`src/rtl/mem_stage.sv`:
```
// MEM pipeline stage: waits for data responses, buffers them under WB back-pressure,
// aligns/extends load data, forwards to ID and drops stale responses after a flush.
// Optional feature: define MEM_LOAD_FWD_EN to forward load data to ID once it arrives.
module mem_stage (
    input  logic        clk,
    input  logic        resetn,
    input  logic        flush,
    input  logic        ex_to_mem_valid,
    output logic        mem_allowin,
    input  logic [31:0] ex_pc,
    input  logic        ex_rf_we,
    input  logic [4:0]  ex_rf_waddr,
    input  logic [31:0] ex_alu_result,
    input  logic        ex_res_from_mem,
    input  logic [1:0]  ex_ld_size,
    input  logic        ex_ld_unsigned,
    input  logic        ex_mem_req,
    input  logic        ex_excep_en,
    input  logic        ex_ertn,
    input  logic        data_sram_data_ok,
    input  logic [31:0] data_sram_rdata,
    output logic [1:0]  mem_to_ex_bus,
    input  logic        wb_allowin,
    output logic        mem_to_wb_valid,
    output logic [31:0] mem_pc,
    output logic [31:0] mem_rf_wdata,
    output logic        mem_rf_we,
    output logic [4:0]  mem_rf_waddr,
    output logic        mem_excep_en,
    output logic        mem_ertn,
    output logic        mem_fwd_we,
    output logic [4:0]  mem_fwd_waddr,
    output logic [31:0] mem_fwd_wdata,
    output logic        mem_fwd_stall
);

    typedef enum logic [1:0] {
        SIZE_BYTE = 2'd0,
        SIZE_HALF = 2'd1,
        SIZE_WORD = 2'd2
    } ld_size_e;

    typedef struct packed {
        logic [31:0] pc;
        logic        rf_we;
        logic [4:0]  rf_waddr;
        logic [31:0] alu_result;
        logic        res_from_mem;
        logic [1:0]  ld_size;
        logic        ld_unsigned;
        logic        excep_en;
        logic        ertn;
    } payload_t;

    logic        mem_valid_q,  mem_valid_d;
    logic        wait_data_q,  wait_data_d;
    logic        buf_valid_q,  buf_valid_d;
    logic [31:0] rdata_buf_q,  rdata_buf_d;
    logic [1:0]  cancel_cnt_q, cancel_cnt_d;
    payload_t    payload_q,    payload_d;

    logic        data_ok_acc;
    logic        ready_go;
    logic        accept;
    logic        leave;
    logic        cancel_inc;
    logic        cancel_dec;
    logic [31:0] eff_rdata;
    logic [7:0]  ld_byte;
    logic [15:0] ld_half;
    logic [31:0] load_data;
    logic        rf_we_gated;

    // A response is ours only once every stale one owed to flushed loads has drained.
    assign data_ok_acc     = data_sram_data_ok & (cancel_cnt_q == 2'd0);
    assign ready_go        = ~wait_data_q | data_ok_acc;
    assign mem_allowin     = (~mem_valid_q | (ready_go & wb_allowin)) & (cancel_cnt_q != 2'd3);
    assign mem_to_wb_valid = mem_valid_q & ready_go;
    assign accept          = ex_to_mem_valid & mem_allowin;
    assign leave           = mem_to_wb_valid & wb_allowin;
    assign cancel_inc      = flush & mem_valid_q & wait_data_q & ~data_ok_acc;
    assign cancel_dec      = data_sram_data_ok & (cancel_cnt_q != 2'd0);

    // NOTE: every variable gets its hold value first, so no path through the block leaves it unassigned (no latch).
    always_comb begin
        mem_valid_d  = mem_valid_q;
        wait_data_d  = wait_data_q;
        buf_valid_d  = buf_valid_q;
        rdata_buf_d  = rdata_buf_q;
        cancel_cnt_d = cancel_cnt_q;
        payload_d    = payload_q;

        if (flush) begin
            mem_valid_d = 1'b0;
        end else if (mem_allowin) begin
            mem_valid_d = ex_to_mem_valid;
        end

        if (flush) begin
            wait_data_d = 1'b0;
        end else if (accept) begin
            wait_data_d = ex_mem_req;
        end else if (data_ok_acc) begin
            wait_data_d = 1'b0;
        end

        if (data_ok_acc) begin
            rdata_buf_d = data_sram_rdata;
        end
        // Leaving or flushing wins over capture so a later instruction never sees old data.
        if (flush || leave) begin
            buf_valid_d = 1'b0;
        end else if (data_ok_acc) begin
            buf_valid_d = 1'b1;
        end

        if (cancel_inc && !cancel_dec) begin
            cancel_cnt_d = cancel_cnt_q + 2'd1;
        end else if (cancel_dec && !cancel_inc) begin
            cancel_cnt_d = cancel_cnt_q - 2'd1;
        end

        if (accept) begin
            payload_d.pc           = ex_pc;
            payload_d.rf_we        = ex_rf_we;
            payload_d.rf_waddr     = ex_rf_waddr;
            payload_d.alu_result   = ex_alu_result;
            payload_d.res_from_mem = ex_res_from_mem;
            payload_d.ld_size      = ex_ld_size;
            payload_d.ld_unsigned  = ex_ld_unsigned;
            payload_d.excep_en     = ex_excep_en;
            payload_d.ertn         = ex_ertn;
        end
    end

    // NOTE: state registers use non-blocking assignments so all of them update from the same pre-edge values.
    always_ff @(posedge clk) begin
        if (!resetn) begin
            mem_valid_q  <= 1'b0;
            wait_data_q  <= 1'b0;
            buf_valid_q  <= 1'b0;
            // NOTE: the data buffer is reset as well so the load path is fully defined straight out of reset.
            rdata_buf_q  <= 32'd0;
            cancel_cnt_q <= 2'd0;
            payload_q    <= '0;
        end else begin
            mem_valid_q  <= mem_valid_d;
            wait_data_q  <= wait_data_d;
            buf_valid_q  <= buf_valid_d;
            rdata_buf_q  <= rdata_buf_d;
            cancel_cnt_q <= cancel_cnt_d;
            payload_q    <= payload_d;
        end
    end

    assign eff_rdata = buf_valid_q ? rdata_buf_q : data_sram_rdata;

    always_comb begin
        ld_byte = eff_rdata[7:0];
        case (payload_q.alu_result[1:0])
            2'd0: ld_byte = eff_rdata[7:0];
            2'd1: ld_byte = eff_rdata[15:8];
            2'd2: ld_byte = eff_rdata[23:16];
            2'd3: ld_byte = eff_rdata[31:24];
            default: ld_byte = eff_rdata[7:0];
        endcase
        ld_half = payload_q.alu_result[1] ? eff_rdata[31:16] : eff_rdata[15:0];

        load_data = eff_rdata;
        case (ld_size_e'(payload_q.ld_size))
            SIZE_BYTE: load_data = {{24{~payload_q.ld_unsigned & ld_byte[7]}}, ld_byte};
            SIZE_HALF: load_data = {{16{~payload_q.ld_unsigned & ld_half[15]}}, ld_half};
            default:   load_data = eff_rdata;
        endcase
    end

    assign rf_we_gated   = payload_q.rf_we & mem_valid_q & ~payload_q.excep_en;

    assign mem_to_ex_bus = {mem_valid_q & payload_q.excep_en, mem_valid_q & payload_q.ertn};
    assign mem_pc        = payload_q.pc;
    assign mem_rf_wdata  = payload_q.res_from_mem ? load_data : payload_q.alu_result;
    assign mem_rf_we     = rf_we_gated;
    assign mem_rf_waddr  = payload_q.rf_waddr;
    assign mem_excep_en  = payload_q.excep_en;
    assign mem_ertn      = payload_q.ertn;

    assign mem_fwd_waddr = payload_q.rf_waddr;
    assign mem_fwd_wdata = mem_rf_wdata;

`ifdef MEM_LOAD_FWD_EN
    // Load data becomes forwardable as soon as the accepted response is visible.
    assign mem_fwd_we    = mem_valid_q & rf_we_gated;
    assign mem_fwd_stall = mem_valid_q & payload_q.res_from_mem & ~ready_go;
`else
    // Loads never bypass from MEM; ID picks them up from WB instead.
    assign mem_fwd_we    = mem_valid_q & rf_we_gated & ~payload_q.res_from_mem;
    assign mem_fwd_stall = mem_valid_q & payload_q.res_from_mem;
`endif

endmodule
```
`config.mk`:
```
export PLATFORM = sky130hd
export DESIGN_NAME = mem_stage
export DESIGN_NICKNAME = d
export VERILOG_FILES = /design/src/rtl/mem_stage.sv
export SDC_FILE = /design/constraint.sdc
export NUM_CORES = 1
export LEC_CHECK = 0
export BUFFER_PORTS_ARGS = -buffer_cell sky130_fd_sc_hd__buf_2
export CAP_MARGIN = 10
export CORE_MARGIN = 1
export CORE_UTILIZATION = 51
export CTS_BUF_LIST = sky130_fd_sc_hd__clkbuf_16
export DETAILED_ROUTE_END_ITERATION = 8
export PLACE_DENSITY = 0.89
export SLEW_MARGIN = 15
export SYNTH_ARGS = -nofsm -noshare
export SYNTH_HDL_FRONTEND = slang
export SYNTH_SLANG_ARGS = --single-unit
```
`constraint.sdc`:
```
create_clock -name clk -period 2.67 [get_ports clk]
set_input_delay 0.1335 -clock clk [delete_from_list [all_inputs] [get_ports clk]]
set_output_delay 0.1335 -clock clk [all_outputs]
set_load 0.02 [all_outputs]
```
==> flow_summary.yaml <==
status:
  status: "finished clean"
cells_and_area:
  area_overhead_of_the_layout_relative_to_synthesis_pct: 36.1
  final-seq-area_sq_um: 2260
  antennaDiodeCount: 0
  fillCellCount: 885
  layout.nets: 1146
  multi_input_area_sq_um: 3390
  layout_commonest_cell: "nand2_1"
  drive_above_1_share_pct: 30.0
  final_cell_mix: "nand2_1 (242), buf_2 (228), dfxtp_1 (111)"
synthesis:
  synth_area_leaders: "dfxtp_1 (35%), mux2i_1 (14%), nand2_1 (14%), buf_4 (9.2%), mux2_2 (5.2%)"
  syn_inst: 801
  synth-seq-cells: 113
  synthesis.area_per_instance_sq_um: 8.13
  synth_seq_area_share_pct: 34.8
  netlist_area_sq_um: 6510
  synth_top_cell_by_area: "dfxtp_1"
  yosys_warnings: 0
  async_flop_share_pct: 0
  synth_flop_cell: "dfxtp_1"
  synth_nets: 917
  yosysUniqueCellTypes: 43
  synth_edf_count: 0
  synth_top_area_share_pct: 34.8
route:
  detail_route.drc_violations: 0
  wirelength_per_cell_um: 16.4
  1st_iter_drt_viols: 449
  postRouteAntennaNets: 0
  vias: 6418
  number_of_vias_per_cell: 5.30
  firstDrtPassIters: 5
  postRouteWirelength_um: 19800
sta:
  slew_violations: 0
  worst_skew_ns: 0.00995
  worst_pin_slew_ns: 0.714
  final.setup.tns_ns: 0
  finalCritPeriodShare_pct: 97.8
  layout_min_cycle_time_ns: 2.61
  finalHoldWorstSlack_ns: 0.0231
  postLayoutSetupSlackWorst_ns: 0.0598
  timing_hold_violations_final: 0
  finalSetupViolations: 0
  max_slew_headroom_pct: 52.4
  max_freq_mhz: 383
  unrepaired_setup_endpoints_after_global_routing: "false"
floorplan:
  chipWidth_um: 115
  core_area_sq_um: 12200
  floorplan.io_pins: 230
  rows: 40
  effective_utilization_at_floorplan_pct: 53.3
  die_outline_area_sq_um: 13200
  chipHeight_um: 115
power:
  ir_drop_mv: 0.463
  power_density_nw_per_um2: 631
  cellLeakagePower_nw: 4.11
global_route:
  vias_in_the_first_global_route: 6349
  grt.overflow.total: 0
  grtUsageTotal_pct: 29.5
  grt_pass1_wl_um: 30100
  grt_max_degree: 187
  antenna_found_initial: 0
worst_setup_path:
  worst_setup_path_endpoint: "mem_rf_wdata[4]"
  worst_r2r_startpoint: "cancel_cnt_q[1]$_SDFFE_PN0P_"
  worstReg2RegEnd: "mem_fwd_waddr[2]$_SDFFE_PN0P_"
  cp_max_fo: 13
  timing.critical_path.arrival_ns: 2.48
  worstSetupEndpointType: "output pin"
  reg2reg_slack_ns: 0.78
  beginning_of_the_critical_path: "payload_q[7]$_SDFFE_PN0P_"
  worstSetupStartpointType: "register"
  criticalPathCategory: "register to output pin"
  rr_worst_depth: 4
  crit_required_ns: 2.54
run:
  max_cap_viol_count: 0
cts:
  cts_inserted_buffers: 17
  ctsLongestPathBuffers: 2
  clock_latency_ns: 0.41
  h_tree_level_count: 4
  cell_at_the_root_of_the_clock_tree: "clkbuf_16"
  tritoncts_num_sinks: 113
  tritoncts: "done"
  clk_pin_slew_ns: 0.05
worst_hold_path:
  hp-start: "data_sram_rdata[16]"
  hold_path_class: "input pin to register"
placed_design:
  pre_cts_ws_ns: 0.508
  routabilityCongestion: 0.835
  io_buffer_count: 229
  hpwlAfterDp_um: 11800
==> registers in the layout (all words and copies together), names as in the netlist <==
name	cells
buf_valid_q	1
cancel_cnt_q	2
mem_ertn	1
mem_excep_en	1
mem_fwd_waddr	5
mem_pc	32
mem_valid_q	1
payload_q	37
rdata_buf_q	32
wait_data_q	1
==> cell usage after synthesis, types with 12 or more instances <==
cell type,number
dfxtp_1,113
nand2_1,243
nor2b_1,12
a31oi_1,29
nor2_1,28
buf_4,80
clkbuf_1,42
o21ai_0,13
mux2_2,30
mux2i_1,93
a21boi_0,33
a21oi_1,13
==> cell type report <==
type,instances,share of cell area [%]
inverter,3,0.127
clock buffer,17,4.80
multi-input combinational,549,38.3
clock inverter,15,2.23
sequential,113,25.6
timing repair buffer,346,26.6
tap,168,2.37
==> report_power, final <==
part	internal, mW	switching (mW)	leakage, nW	total [mW]
clock	1.63	0.789	0.312	2.42
combinational	0.528	0.733	2.86	1.26
sequential	1.81	0.0953	0.932	1.91
==> worst max-delay path, stage by stage (launching register included) <==
cell and delay (ns):
dfxtp_1 0.46, buf_4 0.26, buf_4 0.25, mux2i_1 0.30
nand2b_1 0.09, a32oi_1 0.30, o21ai_0 0.20, buf_2 0.20
==> per-layer routing <==
layer,global-route usage [%],share of wire [%]
met1,31.9,39
met2,52.7,50
met3,7.85,6.8
met4,15.8,3.9
met5,0,0
==> worst min path at each step <==
stage	to	slack [ns]	cells past startpoint
floorplan	buf_valid_q$_SDFFE_PP0P_	0.22	1
global placement	buf_valid_q$_SDFFE_PP0P_	0.35	2
detailed placement	buf_valid_q$_SDFFE_PP0P_	0.34	2
CTS	rdata_buf_q[12]$_SDFFE_PN0P_	0.001	3
global route	rdata_buf_q[28]$_SDFFE_PN0P_	0.02	3
finish	rdata_buf_q[16]$_SDFFE_PN0P_	0.02	3
==> stage by stage <==
stage,area [sq um],power (mW),utilization [%],std cells
floorplan,6510,2.78,-,801
CTS,8820,5.55,72.2,1210
global placement,7150,3.00,58.5,1073
finish,8860,5.59,72.5,1211
global route,8860,5.79,72.5,1211
detailed placement,7150,3.02,58.5,1073
==> cells by family after synthesis <==
family / Yosys count / share of synthesized area (%)
compound gates: 112 / 12.0
xor+xnor: 2 / 0.269
fa+ha+maj: 1 / 0.192
buf+inv: 139 / 13.5
flops: 113 / 34.8
mux: 124 / 19.8
simple gates: 310 / 19.5
==> repair_timing <==
action | CTS | global route
hold endpoints to repair | 105 | 0
endpoints found under the setup margin | 0 | 36
setup buffers | 0 | 1
hold buffers | 105 | 0
resized for setup | 0 | 4
No activity file was read; power rests on OpenSTA's default activity.
